--- config.mk ---
export PLATFORM = sky130hd
export DESIGN_NAME = sprite_loader
export DESIGN_NICKNAME = d
export VERILOG_FILES = /design/src/rtl/sprite_loader.sv
export SDC_FILE = /design/constraint.sdc
export NUM_CORES = 1
export LEC_CHECK = 0
export BUFFER_PORTS_ARGS = -buffer_cell sky130_fd_sc_hd__buf_2
export CAP_MARGIN = 20
export CORE_MARGIN = 2
export CORE_UTILIZATION = 40
export DETAILED_ROUTE_END_ITERATION = 16
export SETUP_SLACK_MARGIN = 0.05
export SKIP_CTS_REPAIR_TIMING = 1
export SYNTH_ARGS = -nofsm -noshare
export SYNTH_HDL_FRONTEND = slang
export SYNTH_SLANG_ARGS = --single-unit
--- constraint.sdc ---
create_clock -name i_Clk -period 2.8 [get_ports i_Clk]
set_input_delay 0.56 -clock i_Clk [delete_from_list [all_inputs] [get_ports i_Clk]]
set_output_delay 0.56 -clock i_Clk [all_outputs]
set_load 0.01 [all_outputs]
--- src/rtl/sprite_loader.sv ---
// Byte-stream sprite uploader: a 'F'/'C' header selects the memory, then pixels
// arrive as HI/LO byte pairs, and a trailing XOR checksum byte closes the frame.
module sprite_loader #(
  parameter int TILE_SIZE      = 32,
  parameter int ADDR_WIDTH     = 10,
  parameter int TIMEOUT_CYCLES = 250000
) (
  input  logic                  i_Clk,
  input  logic                  i_Reset,
  input  logic                  i_Rx_DV,
  input  logic [7:0]            i_Rx_Byte,
  output logic                  o_Write_En,
  output logic                  o_Sprite_Sel,
  output logic [ADDR_WIDTH-1:0] o_Write_Addr,
  output logic [8:0]            o_Write_Data,
  output logic                  o_Busy,
  output logic                  o_Done,
  output logic                  o_Error
);

  localparam int N  = TILE_SIZE * TILE_SIZE;
  localparam int TW = (TIMEOUT_CYCLES > 2) ? $clog2(TIMEOUT_CYCLES) : 1;
  localparam logic [TW-1:0]         TIMER_LIMIT = TW'(TIMEOUT_CYCLES - 1);
  localparam logic [ADDR_WIDTH-1:0] LAST_INDEX  = ADDR_WIDTH'(N - 1);
  localparam logic [7:0]            HDR_FROG    = 8'h46;
  localparam logic [7:0]            HDR_CAR     = 8'h43;

  typedef enum logic [1:0] {
    S_IDLE = 2'd0,
    S_HI   = 2'd1,
    S_LO   = 2'd2,
    S_CHK  = 2'd3
  } state_t;

  function automatic logic [7:0] f_xor_accum(input logic [7:0] acc, input logic [7:0] b);
    return acc ^ b;
  endfunction

  state_t                r_state;
  logic                  r_sel;
  logic                  r_hi;
  logic [ADDR_WIDTH-1:0] r_index;
  logic [7:0]            r_cksum;
  logic [TW-1:0]         r_timer;
  logic                  r_write_en;
  logic [ADDR_WIDTH-1:0] r_write_addr;
  logic [8:0]            r_write_data;
  logic                  r_done;
  logic                  r_error;

  state_t                w_state;
  logic                  w_sel;
  logic                  w_hi;
  logic [ADDR_WIDTH-1:0] w_index;
  logic [7:0]            w_cksum;
  logic [TW-1:0]         w_timer;
  logic                  w_write_en;
  logic [ADDR_WIDTH-1:0] w_write_addr;
  logic [8:0]            w_write_data;
  logic                  w_done;
  logic                  w_error;
  logic                  w_timeout;

  // Next-state and next-output logic for the upload FSM.
  always_comb begin
    w_state      = r_state;
    w_sel        = r_sel;
    w_hi         = r_hi;
    w_index      = r_index;
    w_cksum      = r_cksum;
    w_timer      = r_timer;
    w_write_en   = 1'b0;
    w_write_addr = r_write_addr;
    w_write_data = r_write_data;
    w_done       = 1'b0;
    w_error      = r_error;
    w_timeout    = (r_timer == TIMER_LIMIT);

    case (r_state)
      S_IDLE: begin
        w_timer = '0;
        if (i_Rx_DV && ((i_Rx_Byte == HDR_FROG) || (i_Rx_Byte == HDR_CAR))) begin
          w_sel   = (i_Rx_Byte == HDR_CAR);
          w_state = S_HI;
          w_error = 1'b0;
          w_index = '0;
          w_cksum = 8'h00;
        end else begin
          w_state = S_IDLE;
        end
      end
      S_HI: begin
        if (i_Rx_DV) begin
          w_hi    = i_Rx_Byte[0];
          w_cksum = f_xor_accum(r_cksum, i_Rx_Byte);
          w_timer = '0;
          w_state = S_LO;
        end else if (w_timeout) begin
          w_error = 1'b1;
          w_timer = '0;
          w_state = S_IDLE;
        end else begin
          w_timer = r_timer + TW'(1);
        end
      end
      S_LO: begin
        if (i_Rx_DV) begin
          w_write_en   = 1'b1;
          w_write_addr = r_index;
          w_write_data = {r_hi, i_Rx_Byte};
          w_cksum      = f_xor_accum(r_cksum, i_Rx_Byte);
          w_index      = r_index + ADDR_WIDTH'(1);
          w_timer      = '0;
          w_state      = (r_index == LAST_INDEX) ? S_CHK : S_HI;
        end else if (w_timeout) begin
          w_error = 1'b1;
          w_timer = '0;
          w_state = S_IDLE;
        end else begin
          w_timer = r_timer + TW'(1);
        end
      end
      S_CHK: begin
        if (i_Rx_DV) begin
          if (i_Rx_Byte == r_cksum) begin
            w_done = 1'b1;
          end else begin
            w_error = 1'b1;
          end
          w_timer = '0;
          w_state = S_IDLE;
        end else if (w_timeout) begin
          w_error = 1'b1;
          w_timer = '0;
          w_state = S_IDLE;
        end else begin
          w_timer = r_timer + TW'(1);
        end
      end
      default: begin
        w_timer = '0;
        w_state = S_IDLE;
      end
    endcase
  end

  // State and output registers with synchronous reset.
  always_ff @(posedge i_Clk) begin
    if (i_Reset) begin
      r_state      <= S_IDLE;
      r_sel        <= 1'b0;
      r_hi         <= 1'b0;
      r_index      <= '0;
      r_cksum      <= 8'h00;
      r_timer      <= '0;
      r_write_en   <= 1'b0;
      r_write_addr <= '0;
      r_write_data <= 9'h000;
      r_done       <= 1'b0;
      r_error      <= 1'b0;
    end else begin
      r_state      <= w_state;
      r_sel        <= w_sel;
      r_hi         <= w_hi;
      r_index      <= w_index;
      r_cksum      <= w_cksum;
      r_timer      <= w_timer;
      r_write_en   <= w_write_en;
      r_write_addr <= w_write_addr;
      r_write_data <= w_write_data;
      r_done       <= w_done;
      r_error      <= w_error;
    end
  end

  // A strobe already registered is still blocked while reset is asserted.
  assign o_Write_En   = r_write_en & ~i_Reset;
  assign o_Sprite_Sel = r_sel;
  assign o_Write_Addr = r_write_addr;
  assign o_Write_Data = r_write_data;
  assign o_Busy       = (r_state != S_IDLE);
  assign o_Done       = r_done;
  assign o_Error      = r_error;

endmodule

==> flow_metrics.tcl <==
set metrics [dict create \
    status "finished clean" \
    ff2ff_path_depth 5 \
    hp-start "o_Write_Addr[3]$_SDFFE_PP0P_" \
    cts_tree "done" \
    p_per_area_nw_per_um2 541 \
    cp.required_ns 3.00 \
    rows 30 \
    wl_um 6060 \
    ir_drop_mv 0.215 \
    top_layer "met4" \
    antenna_found_initial 0 \
    synth_cells 341 \
    fmax_mhz 416 \
    ys_types 42 \
    ioPinCount 35 \
    die-area_sq_um 7800 \
    track_usage 0.173 \
    ys.warnings.count 0 \
    synth.yosys.seq_area_share 0.436 \
    critPathLaunchType "register" \
    r2r-start "r_timer[4]$_SDFF_PP0_" \
    nets 392 \
    rsz0062_at_grt "no" \
    die_w_um 88.3 \
    synthesis.area_sq_um 2850 \
    worstHoldEndpoint "o_Write_Addr[3]$_SDFFE_PP0P_" \
    max-clock-path-buffers 2 \
    cp_max_fo 18 \
    arrival_ns 2.61 \
    fp.coreArea_sq_um 6830 \
    holdPathStages 2 \
    vias 2373 \
    finalCritPeriodShare 0.858 \
    portBuffers 34 \
    whs_ns 0.450 \
    fillCellCount 713 \
    min_period_ns 2.40 \
    r2r_slack_ns 0.40 \
    gp_congestion 0.782 \
    avgSynthCellArea_sq_um 8.34 \
    synth_top_area_cell "dfxtp_1" \
    async_flop_share 0 \
    synth_top_area_frac 0.436 \
    setup_viol_count_final 0 \
    setup-tns-final_ns 0 \
    root_buffer "clkbuf_8" \
    drive_gt1_frac 0.158 \
    drcViolationCount 0 \
    hp-class "register to register" \
    critical_path_class "register to register" \
    p_leak_nw 1.23 \
    cts_inserted_buffers 9 \
    finalClockSkew_ns 0.00438 \
    htree_levels 3 \
    ys_ff_latch 62 \
    initial_utilization 0.416 \
    cts_sinks 62 \
    grt_pass1_vias 2188 \
    synth_area_leaders "dfxtp_1 44%, nand2_1 7.5%, a21oi_1 5.8%" \
    timing.rr.end "r_timer[7]$_SDFF_PP0_" \
    detail_route.wl_per_cell_um 12.7 \
    clk_latency_ns 0.34 \
    syn-num-nets 358 \
    wl_met1_um 3090 \
    grt_pass1_wl_um 10400 \
    grt_overflow 0 \
    crit_path_start "r_timer[4]$_SDFF_PP0_" \
    area_growth_pct 15.9 \
    tightest_slew_ns 0.697 \
    drtIter0Drc 93 \
    dp_hpwl_um 4160 \
    synth-edff-count 0 \
    slew_headroom 0.534 \
    grt_max_degree 22 \
    n_antenna_cell 0 \
    routed_via_density 4.99 \
    end_kind "register" \
    hold_viol_final 0 \
    cts.reportedPaths.clkPinSlew_ns 0.07 \
    met2_length_um 2720 \
    report.final.slew_viol_count 0 \
    post-route-util 0.483 \
    die_h_um 88.3 \
    drv_cap 0 \
    synthFlopType "dfxtp_1" \
    dr.pass1.iters 4 \
    final_antenna_net_count 0 \
    routed-wl-met3_um 186 \
]
[cells in the mapped netlist, types with 6 or more instances]
cell type  count
xnor2_1       18
dfxtp_1       62
nor2b_1        7
nand2b_1       9
nand3_1       15
inv_1         12
a21oi_1       33
o32ai_1        7
nand2_1       57
xor2_1        14
nor2_1        35
ha_1           6
clkbuf_1      12
nor4_1         6
[layout make-up]
type,count,area (sq um),share of cell area
clock inverter,6,86.3,0.0262
timing repair buffer,38,200,0.0607
tap,96,120,0.0364
sequential,62,1240,0.376
multi-input combinational,252,1480,0.448
clock buffer,10,128,0.0387
inverter,12,45.0,0.0137
[worst max-delay path: stages, from the launching register on]
cell and delay, ns:
dfxtp_1 0.34, or4_1 0.50, or4_1 0.43, nor3_2 0.33, or4_1 0.56, nor2_1 0.11
[worst max path at each step]
stage | endpoint | cells after the start
after floorplan | r_timer[16]$_SDFF_PP0_ | 7
after global placement | r_timer[15]$_SDFF_PP0_ | 5
after detailed placement | r_timer[7]$_SDFF_PP0_ | 5
after CTS | r_timer[7]$_SDFF_PP0_ | 5
after global routing | r_timer[9]$_SDFF_PP0_ | 5
final | r_timer[7]$_SDFF_PP0_ | 5
[flip-flops by register name (all words and copies together), names as in the netlist]
name and flops:
o_Done 1, o_Error 1, o_Sprite_Sel 1, o_Write_Addr 10
o_Write_Data 9, r_cksum 8, r_hi 1, r_index 10
r_state 2, r_timer 18, r_write_en 1
[cells by family after synthesis]
group / Yosys count / share of synthesized area
simple gates: 155 / 0.263
flops: 62 / 0.436
compound gates: 57 / 0.124
xor+xnor: 32 / 0.0985
buf+inv: 27 / 0.0444
fa+ha+maj: 6 / 0.0264
mux: 2 / 0.00704
[metal layers]
layer  track usage  vias to the layer above
met1         0.239                     1101
met2         0.260                       35
li1              -                     1231
met3        0.0560                        6
met4        0.0496                        0
met5             0                        -
[report_power, final]
group          switching [mW]  internal, mW
combinational          0.0350        0.0166
sequential          0.0000450         0.881
clock                   0.352         0.500
[placed cells by master (no fill, tap or decap), types with 3 or more instances in the layout]
cell type,count
nor2_1,35
xnor2_1,18
a21oi_1,33
and4_1,3
buf_4,4
nand2b_1,9
nand4_1,3
or4_1,3
inv_1,12
buf_2,34
or3_1,3
xor2_1,14
o21ai_0,5
nand2_1,57
ha_1,6
dfxtp_1,62
nor2b_1,7
nor3_1,5
nor4_1,6
clkbuf_8,9
o32ai_1,7
nand3_1,15
[metrics by stage]
stage	std cells	power, mW	cell area, sq um	setup slack, ns
floorplan	341	0.927	2850	0.813
global placement	460	0.953	3080	0.381
detailed placement	460	0.953	3080	0.376
CTS	476	1.81	3300	0.370
global route	476	1.86	3300	0.171
finish	476	1.78	3300	0.398
(Power assumes the default switching activity.)
